`src/rtl/dsp_pkg.sv`:
```
// dsp_pkg: shared definitions for the DSP multiplier scheduler.
//   MULT_W / PROD_W : operand and product widths of the shared multiplier
//   state_e         : scheduler FSM states
//   client_idx_t    : index of a DSP client (up to 8 clients)
package dsp_pkg;
  localparam int MULT_W = 32;
  localparam int PROD_W = 64;

  typedef enum logic [1:0] {IDLE, START, RUN, DONE} state_e;

  typedef logic [2:0] client_idx_t;
endpackage

```
`src/rtl/dsp_scheduler_mult_pipe.sv`:
```
// mult_pipe: two-stage registered unsigned multiplier.
//   clk, rst : clock, async active-high reset (clears both stages)
//   a, b     : operands, captured by stage 1
//   p        : full-precision product, registered by stage 2
// Latency from a/b to p is exactly two cycles; a new pair may enter every cycle.
module mult_pipe
  import dsp_pkg::*;
(
  input  logic              clk,
  input  logic              rst,
  input  logic [MULT_W-1:0] a,
  input  logic [MULT_W-1:0] b,
  output logic [PROD_W-1:0] p
);

  logic [MULT_W-1:0] a_q, a_d;
  logic [MULT_W-1:0] b_q, b_d;
  logic [PROD_W-1:0] p_q, p_d;

  always_comb begin
    a_d = a;
    b_d = b;
    // Zero-extend before multiplying so the product keeps all 64 bits.
    p_d = PROD_W'(a_q) * PROD_W'(b_q);
  end

  always_ff @(posedge clk or posedge rst) begin
    if (rst) begin
      a_q <= '0;
      b_q <= '0;
      p_q <= '0;
    end else begin
      a_q <= a_d;
      b_q <= b_d;
      p_q <= p_d;
    end
  end

  assign p = p_q;

endmodule

```
`src/rtl/dsp_scheduler.sv`:
```
// dsp_scheduler: round-robin owner of the shared 32x32 multiplier.
//   clk, rst             : clock, async active-high reset
//   req[N]               : level job requests, held until ack
//   ack[N]               : one-cycle completion/abort pulse
//   err                  : sticky timeout flag
//   start[N]             : one-cycle start pulse to the granted client
//   finish[N]            : client finish pulses (only the active one counts)
//   cl_mult_a/b[N*32]    : per-client operands, flattened, client i at [i*32 +: 32]
//   mult_p[64]           : product broadcast, 2 cycles after operands are muxed
//   busy                 : FSM not in IDLE
//   active[3]            : granted client index
module dsp_scheduler
  import dsp_pkg::*;
#(
  parameter int N_CLIENTS = 4,
  parameter int TIMEOUT   = 1023
) (
  input  logic                        clk,
  input  logic                        rst,
  input  logic [N_CLIENTS-1:0]        req,
  output logic [N_CLIENTS-1:0]        ack,
  output logic                        err,
  output logic [N_CLIENTS-1:0]        start,
  input  logic [N_CLIENTS-1:0]        finish,
  input  logic [N_CLIENTS*MULT_W-1:0] cl_mult_a,
  input  logic [N_CLIENTS*MULT_W-1:0] cl_mult_b,
  output logic [PROD_W-1:0]           mult_p,
  output logic                        busy,
  output logic [2:0]                  active
);

  localparam int CNT_W = $clog2(TIMEOUT + 1);

  state_e            state_q, state_d;
  client_idx_t       active_q, active_d;
  client_idx_t       rr_q, rr_d;
  logic [CNT_W-1:0]  cnt_q, cnt_d;
  logic              err_q, err_d;

  logic [N_CLIENTS-1:0] act_oh;
  logic                 fin_act;
  logic [MULT_W-1:0]    op_a, op_b;

  // First set request at or after ptr, wrapping around.
  function automatic client_idx_t rr_pick(input logic [N_CLIENTS-1:0] r,
                                          input client_idx_t ptr);
    client_idx_t pick;
    logic        found;
    int          j;
    pick  = '0;
    found = 1'b0;
    for (int k = 0; k < N_CLIENTS; k++) begin
      j = int'(ptr) + k;
      if (j >= N_CLIENTS) j = j - N_CLIENTS;
      if (!found && ((r & (N_CLIENTS'(1) << j)) != '0)) begin
        pick  = client_idx_t'(j);
        found = 1'b1;
      end
    end
    return pick;
  endfunction

  assign act_oh  = N_CLIENTS'(1) << active_q;
  assign fin_act = |(finish & act_oh);

  // Operands are forced to zero outside RUN so idle-client X never reaches the pipe.
  always_comb begin
    op_a = '0;
    op_b = '0;
    if (state_q == RUN) begin
      for (int i = 0; i < N_CLIENTS; i++) begin
        if (client_idx_t'(i) == active_q) begin
          op_a = cl_mult_a[i*MULT_W +: MULT_W];
          op_b = cl_mult_b[i*MULT_W +: MULT_W];
        end
      end
    end
  end

  always_comb begin
    state_d  = state_q;
    active_d = active_q;
    rr_d     = rr_q;
    cnt_d    = cnt_q;
    err_d    = err_q;
    case (state_q)
      IDLE: begin
        if (|req) begin
          active_d = rr_pick(req, rr_q);
          state_d  = START;
        end
      end
      START: begin
        cnt_d   = '0;
        state_d = RUN;
      end
      RUN: begin
        cnt_d = cnt_q + 1'b1;
        // Finish beats a coincident timeout, leaving err untouched.
        if (fin_act) begin
          state_d = DONE;
        end else if (cnt_q == CNT_W'(TIMEOUT - 1)) begin
          err_d   = 1'b1;
          state_d = DONE;
        end
      end
      DONE: begin
        rr_d    = (active_q == client_idx_t'(N_CLIENTS - 1)) ? '0 : active_q + 1'b1;
        state_d = IDLE;
      end
      default: state_d = IDLE;
    endcase
  end

  always_ff @(posedge clk or posedge rst) begin
    if (rst) begin
      state_q  <= IDLE;
      active_q <= '0;
      rr_q     <= '0;
      cnt_q    <= '0;
      err_q    <= 1'b0;
    end else begin
      state_q  <= state_d;
      active_q <= active_d;
      rr_q     <= rr_d;
      cnt_q    <= cnt_d;
      err_q    <= err_d;
    end
  end

  mult_pipe u_mult (
    .clk (clk),
    .rst (rst),
    .a   (op_a),
    .b   (op_b),
    .p   (mult_p)
  );

  assign start  = (state_q == START) ? act_oh : '0;
  assign ack    = (state_q == DONE)  ? act_oh : '0;
  assign busy   = (state_q != IDLE);
  assign active = active_q;
  assign err    = err_q;

endmodule

```
`config.mk`:
```
export PLATFORM = sky130hd
export DESIGN_NAME = dsp_scheduler
export DESIGN_NICKNAME = d
export VERILOG_FILES = /design/src/rtl/dsp_pkg.sv /design/src/rtl/dsp_scheduler_mult_pipe.sv /design/src/rtl/dsp_scheduler.sv
export SDC_FILE = /design/constraint.sdc
export NUM_CORES = 2
export LEC_CHECK = 0
export CAP_MARGIN = 10
export CORE_ASPECT_RATIO = 0.7
export CORE_MARGIN = 2
export CORE_UTILIZATION = 56
export CTS_CLUSTER_SIZE = 24
export DETAILED_ROUTE_END_ITERATION = 6
export PLACE_DENSITY = 0.81
export REMOVE_ABC_BUFFERS = 1
export SKIP_CTS_REPAIR_TIMING = 1
export SLEW_MARGIN = 20
export SYNTH_ARGS = -nofsm -noshare
export SYNTH_HDL_FRONTEND = slang
export SYNTH_HIERARCHICAL = 1
export SYNTH_SLANG_ARGS = --single-unit
```
`constraint.sdc`:
```
create_clock -name clk -period 7.73 [get_ports clk]
set_clock_uncertainty 0.2 [all_clocks]
set_input_delay 1.9325 -clock clk [delete_from_list [all_inputs] [get_ports clk]]
set_output_delay 1.9325 -clock clk [all_outputs]
set_load 0.01 [all_outputs]
```
# Word-level counts from Yosys, hierarchy flattened
# Cells that the tools add are included.
# totals
elab_cells	105
reg_bits	147
in_bits	266
out_inout_bits	77
# classes
n_mux	43
multipliers	1
reduce_logical	19
n_addsub	9
bitwise_logic	6
n_eq_ne	10
shifts	5
order_cmp	4
# op_table
op	count
$mux W32	22
$shl A1 B32 Y4 const A	4
$mul A32 B32 Y64	1
$and A4 B4 Y4	5
$pmux W10 S2	1
$reduce_bool A4 Y1	4
$mux W3	5
$sub A4 B3 Y5 const B	3
$ge A4 B3 Y1 const B	3
$add A10 B1 Y10 const B	1
$eq A10 B10 Y1 const B	1
$mux W1	9
$add A3 B2 Y4 const B	2
$mux W4	2
$pmux W2 S4	1
$reduce_or A4 Y1	2
$eq A2 B3 Y1 const A	2
$mux W2	3
$add A3 B1 Y4 const B	1
$eq A2 B2 Y1 const B	2
$reduce_and A2 Y1	2
$reduce_bool A2 Y1	2
$shl A1 B3 Y4 const A	1
$sub A3 B3 Y4 const B	1
other kinds (13)	17

# Logic depth before layout (Yosys ltp)
# logic_depth
word_depth	23
depth_mapped	29
ltp_nobuf	27

# Cells and area by module
# Netlist, hierarchy kept.
# modules_own_cells
mod	n_inst	cells_each	seq_area_each_um2	area_per_inst_um2
mult_pipe	1	3826	3203.1	36557.6
dsp_scheduler	1	525	475.5	3283.1

# Worst setup path before layout
# OpenSTA, ideal clock, no wires.
# synth_path
path_type	reg2reg
from	reg u_mult.b_q[5]
to	reg u_mult.p_q[54], in the netlist u_mult/p[54]
arrival_time_ps	7165
setup_slack_ps	285
t_required_ps	7450
n_path_buf	1
synth_period_minus_slack_ps	7445
stages_incl_launch_ff	25
setup_time_ps	80
cell_sequence	dfrtp_1 -> clkbuf_1 -> and2_1 -> fa_1 -> fa_1 -> fa_1 -> inv_1 -> fa_1 -> inv_1 -> fa_1 -> inv_1 -> fa_1 -> inv_1 -> fa_1 -> fa_1 -> ha_1 -> and3_1 -> nand3_2 -> or4_4 -> o32ai_2 -> o21ai_2 -> a211o_1 -> and2_4 -> o41ai_2 -> xnor2_1
# synth_between
elab_chain_len	1
# synth_rtl
element	line_no	source
from (decl)	dsp_scheduler_mult_pipe.sv:17	logic [MULT_W-1:0] b_q, b_d;
from (signal assigned)	dsp_scheduler_mult_pipe.sv:30	b_q <= '0;
from (signal assigned)	dsp_scheduler_mult_pipe.sv:34	b_q <= b_d;
$mul A32 B32 Y64	dsp_scheduler_mult_pipe.sv:24	p_d = PROD_W'(a_q) * PROD_W'(b_q);
named net u_mult.p_d[54]	dsp_scheduler_mult_pipe.sv:18	logic [PROD_W-1:0] p_q, p_d;
to (signal assigned)	dsp_scheduler_mult_pipe.sv:35	p_q <= p_d;
to (decl)	dsp_scheduler_mult_pipe.sv:18	
# The timed path passes the listed nets, and every way through them passes these cells.
# A chain may end at the register's enable or synchronous reset.

# Worst setup path in the final report
# layout_path
from	reg u_mult.a_q[13]
to	reg u_mult.p_q[63], in the netlist u_mult/p[63]
# layout_between
elab_chain_len	1
# layout_rtl
element	line_no	source
from (decl)	dsp_scheduler_mult_pipe.sv:16	logic [MULT_W-1:0] a_q, a_d;
from (signal assigned)	dsp_scheduler_mult_pipe.sv:29	a_q <= '0;
from (signal assigned)	dsp_scheduler_mult_pipe.sv:33	a_q <= a_d;
$mul A32 B32 Y64	dsp_scheduler_mult_pipe.sv:24	
named net u_mult.p_d[63]	dsp_scheduler_mult_pipe.sv:18	
# The timed path passes the listed nets, and every way through them passes these cells.

==> results by group <==
CTS
  – Max H-tree Level: 4
  – Clk Latency, worst-skew pair: 0.46 ns
  – Root Driver: clkbuf_16
  – CTS tree: yes
  – Clk buf depth: 2
  – Num Clock Sinks: 147
  – Clk pin slew, worst setup/hold paths: 0.07 ns
  – Num CTS Buffers: 17

Synth
  – Post-Syn Area: 39840 sq um
  – Top_reg_cell synth: dfrtp_1
  – Ys Warns: 6
  – Synth Register Bits: 147
  – Async set or reset register ratio after synthesis: 1.000
  – Post-Synthesis Cells: 4351
  – Syn avg cell area: 9.157 sq um
  – Post-synth top area cell: fa_1
  – Synth top area cells: fa_1 45%, and2_1 9.5%, dfrtp_1 9.2%, ha_1 8.7%, inv_1 8.3%
  – Yosys cell types: 75
  – Sequential share of the synthesized area: 0.09233
  – Top cell type's share of synthesized area: 0.4502
  – Post-synth EDFFs: 0

Floorplanning
  – Die Y: 227.2 um
  – Core area: approximately 70000 sq um
  – Die area: 73330 sq um
  – FP Rows: 81
  – Die Width: 322.8 um
  – Starting Density: 0.5681
  – I/O pin total: 343

Critical path
  – CP max-delay cell: fa_2
  – CP dominant cell by count: fa_1
  – Crit end category: flop
  – Critical path peak fanout: 17
  – Startpoint Class: flop
  – Crit-path cells: buf_4, and2_1, fa_1, fa_1, inv_1, fa_1, fa_1, fa_2, inv_1, fa_2, fa_1, fa_1, ha_4, a21o_1, a31oi_1, o221a_2, o31ai_2, o21ba_4, o211ai_1, and3_4, a221oi_2, xnor2_1
  – Worst Path Class, Setup: reg2reg
  – CP max stage delay: approximately 0.64 ns
  – Reg-to-reg slack, setup: 0.11 ns
  – WP data required: 7.92 ns
  – Worst EP arrival: approximately 8 ns

Power and ir drop
  – Pleak: 23.26 nW
  – Pint: 0.007629 W
  – Flop pwr share: 0.089
  – Sw Pwr: 0.009424 W
  – Clk network pwr share: 0.052
  – Comb power frac: 0.859
  – PwrDens: 362.9 nW/um^2
  – Switching part of the total: 0.5526
  – Total power: 0.01705 W
  – Worst VDD drop: 0.2942 mV

Placement
  – GP Congestion: 0.9594
  – Dpl hpwl: around 100 mm
  – Dpl cell area: ~46000 sq um
  – Buffers on Ports: between 300 and 400

Global routing
  – Total track usage: 0.3474
  – Initial antenna violation count: 3
  – Total gr overflow: 0
  – Global-route wire length before repair: 192.8 mm
  – Pin count of the biggest net entering global routing: 82
  – Number of global-route vias before repair: 33630

Drt
  – Vias post-DR: 31780
  – WL/cell: 21.44 um
  – Post-route DRC: 0
  – Final wirelength: roughly 120 mm
  – DRT Pass-1 Iters: 6
  – Post-DR vias/cell: ~5.6
  – Post-route ant nets: 0
  – DRT iter0 DRCs: 3270

Timing
  – Slew Limit Headroom: 0.4156
  – # setup viols final: 0
  – Final max-slew violation count: 0
  – Max Clk Rate: 0.1313 GHz
  – Worst-Margin Slew: between 0.8 and 0.9 ns
  – RSZ-0062 raised after global routing: yes
  – Fin. Hold Viols: 0
  – Hold slack: 0.2662 ns
  – Fin crit share: 0.9852
  – Fin Setup TNS: 0 ns
  – Post-layout minimum cycle time: 7.615 ns

Run
  – Max-cap violations: 0

Worst hold path
  – Hold Crit Class: reg2reg

Finish
  – N_diodes: 0
  – Share of cells above drive strength 1: 0.09126
  – # nets final: 6137
  – Most common cell after layout, fill and taps aside: inv_1
  – Most frequent cells in the layout: 875 x inv_1, 870 x fa_1, 599 x and2_1
  – Design area: 46990 sq um
  – Syn-to-layout area delta: 17.94%

Run status
  – Outcome: finished clean
[cells by family (layout without fill, tap and decap cells)]
group           count (synthesis)  in the layout  synth area share
compound gates                376            376           0.06316
xor+xnor                       64             64           0.01407
fa+ha+maj                    1172           1172            0.5369
buf+inv                      1160           1521            0.1096
flops                         147            147           0.09233
mux                             7              7          0.002638
simple gates                 1425           1425            0.1813
[flip-flops by register name, indices dropped and copies added, names as in the netlist]
| signal | cells |
|---|---|
| state_q | 2 |
| u_mult/a_q | 32 |
| u_mult/p | 64 |
| active | 3 |
| err | 1 |
| rr_q | 3 |
| u_mult/b_q | 32 |
| cnt_q | 10 |
[cell usage after synthesis (3+ instances only)]
library cell  number
fa_1             896
nor4_1             3
clkbuf_1         262
o221ai_1           5
o22ai_1            8
o211ai_1           6
and2_1           606
and4_1             4
nor3b_1            3
o21a_1             7
o31ai_1            7
ha_1             276
dfrtp_1          147
nand2_1          479
a21o_1            44
nor2b_1            7
nor3_1            70
nor2_1           173
a211oi_1           6
xor2_1            31
nand3_1           22
xnor2_1           33
buf_2              6
a31oi_1            8
o21bai_1           9
nand2b_1           9
or4_1              3
and3_1             4
a31o_2             3
or3_1              8
a21oi_1          137
nand4_1           24
mux2i_1            3
buf_1             10
a22oi_1            3
o21ai_0           40
a221oi_1          67
inv_1            880
[power groups by stage]
stage | clock network (W) | registers, W | logic (W)
after floorplan | 0 | 0.00188 | 0.00684
after global placement | 0 | 0.00151 | 0.0133
after detailed placement | 0 | 0.00152 | 0.0135
after global routing | 0.000927 | 0.00154 | 0.0158
after CTS | 0.000897 | 0.00151 | 0.0137
final | 0.000882 | 0.00152 | 0.0147
[per-stage QoR]
step,cells,utilization,setup slack [ns]
floorplan,4072,-,0.1738
CTS,5650,0.6616,-0.1849
detailed placement,5618,0.6530,-0.1404
finish,5666,0.6700,0.1147
global route,5666,0.6700,-0.08973
global placement,5618,0.6530,-0.006958
[per-layer routing]
metal | vias to the layer above | GRT usage | wire length (um)
met5 | - | 0 | 68
met4 | 10 | 0.06107 | 1963
met3 | 150 | 0.1474 | 18730
met2 | 1889 | 0.4851 | 49620
met1 | 16030 | 0.5094 | 51120
li1 | 13700 | - | -
[area by class of cell]
type	instances	area, sq um
multi-input cells	3044	32220
fillers	5473	23140
repair buffers	608	5944
flip-flops and latches	147	3720
inverters	881	3312
well taps	954	1194
clock buffers	18	439.2
clock inverters	14	162.7
[path summary, 6_finish.rpt]
kind,cells past startpoint,endpoint,from
min,1,err,err
max reg2reg,22,u_mult/p[63],u_mult/a_q[13]
max,22,u_mult/p[63],u_mult/a_q[13]
min in group asynchronous,2,active[2],rst
max in group asynchronous,3,u_mult/a_q[24],rst
min reg2reg,1,err,err
[worst max-delay path, delay by kind of cell, from the launching register on]
| family | cells | cell delay [ns] |
|---|---|---|
| DFF | 1 | 0.46 |
| buffers and inverters | 3 | 0.37 |
| AOI/OAI and AO/OA | 7 | 1.40 |
| xor gates and xnor gates | 1 | 0.15 |
| and+or+nand+nor | 2 | 0.41 |
| adders and majority gates | 9 | 4.52 |
(Power assumes the default switching activity.)
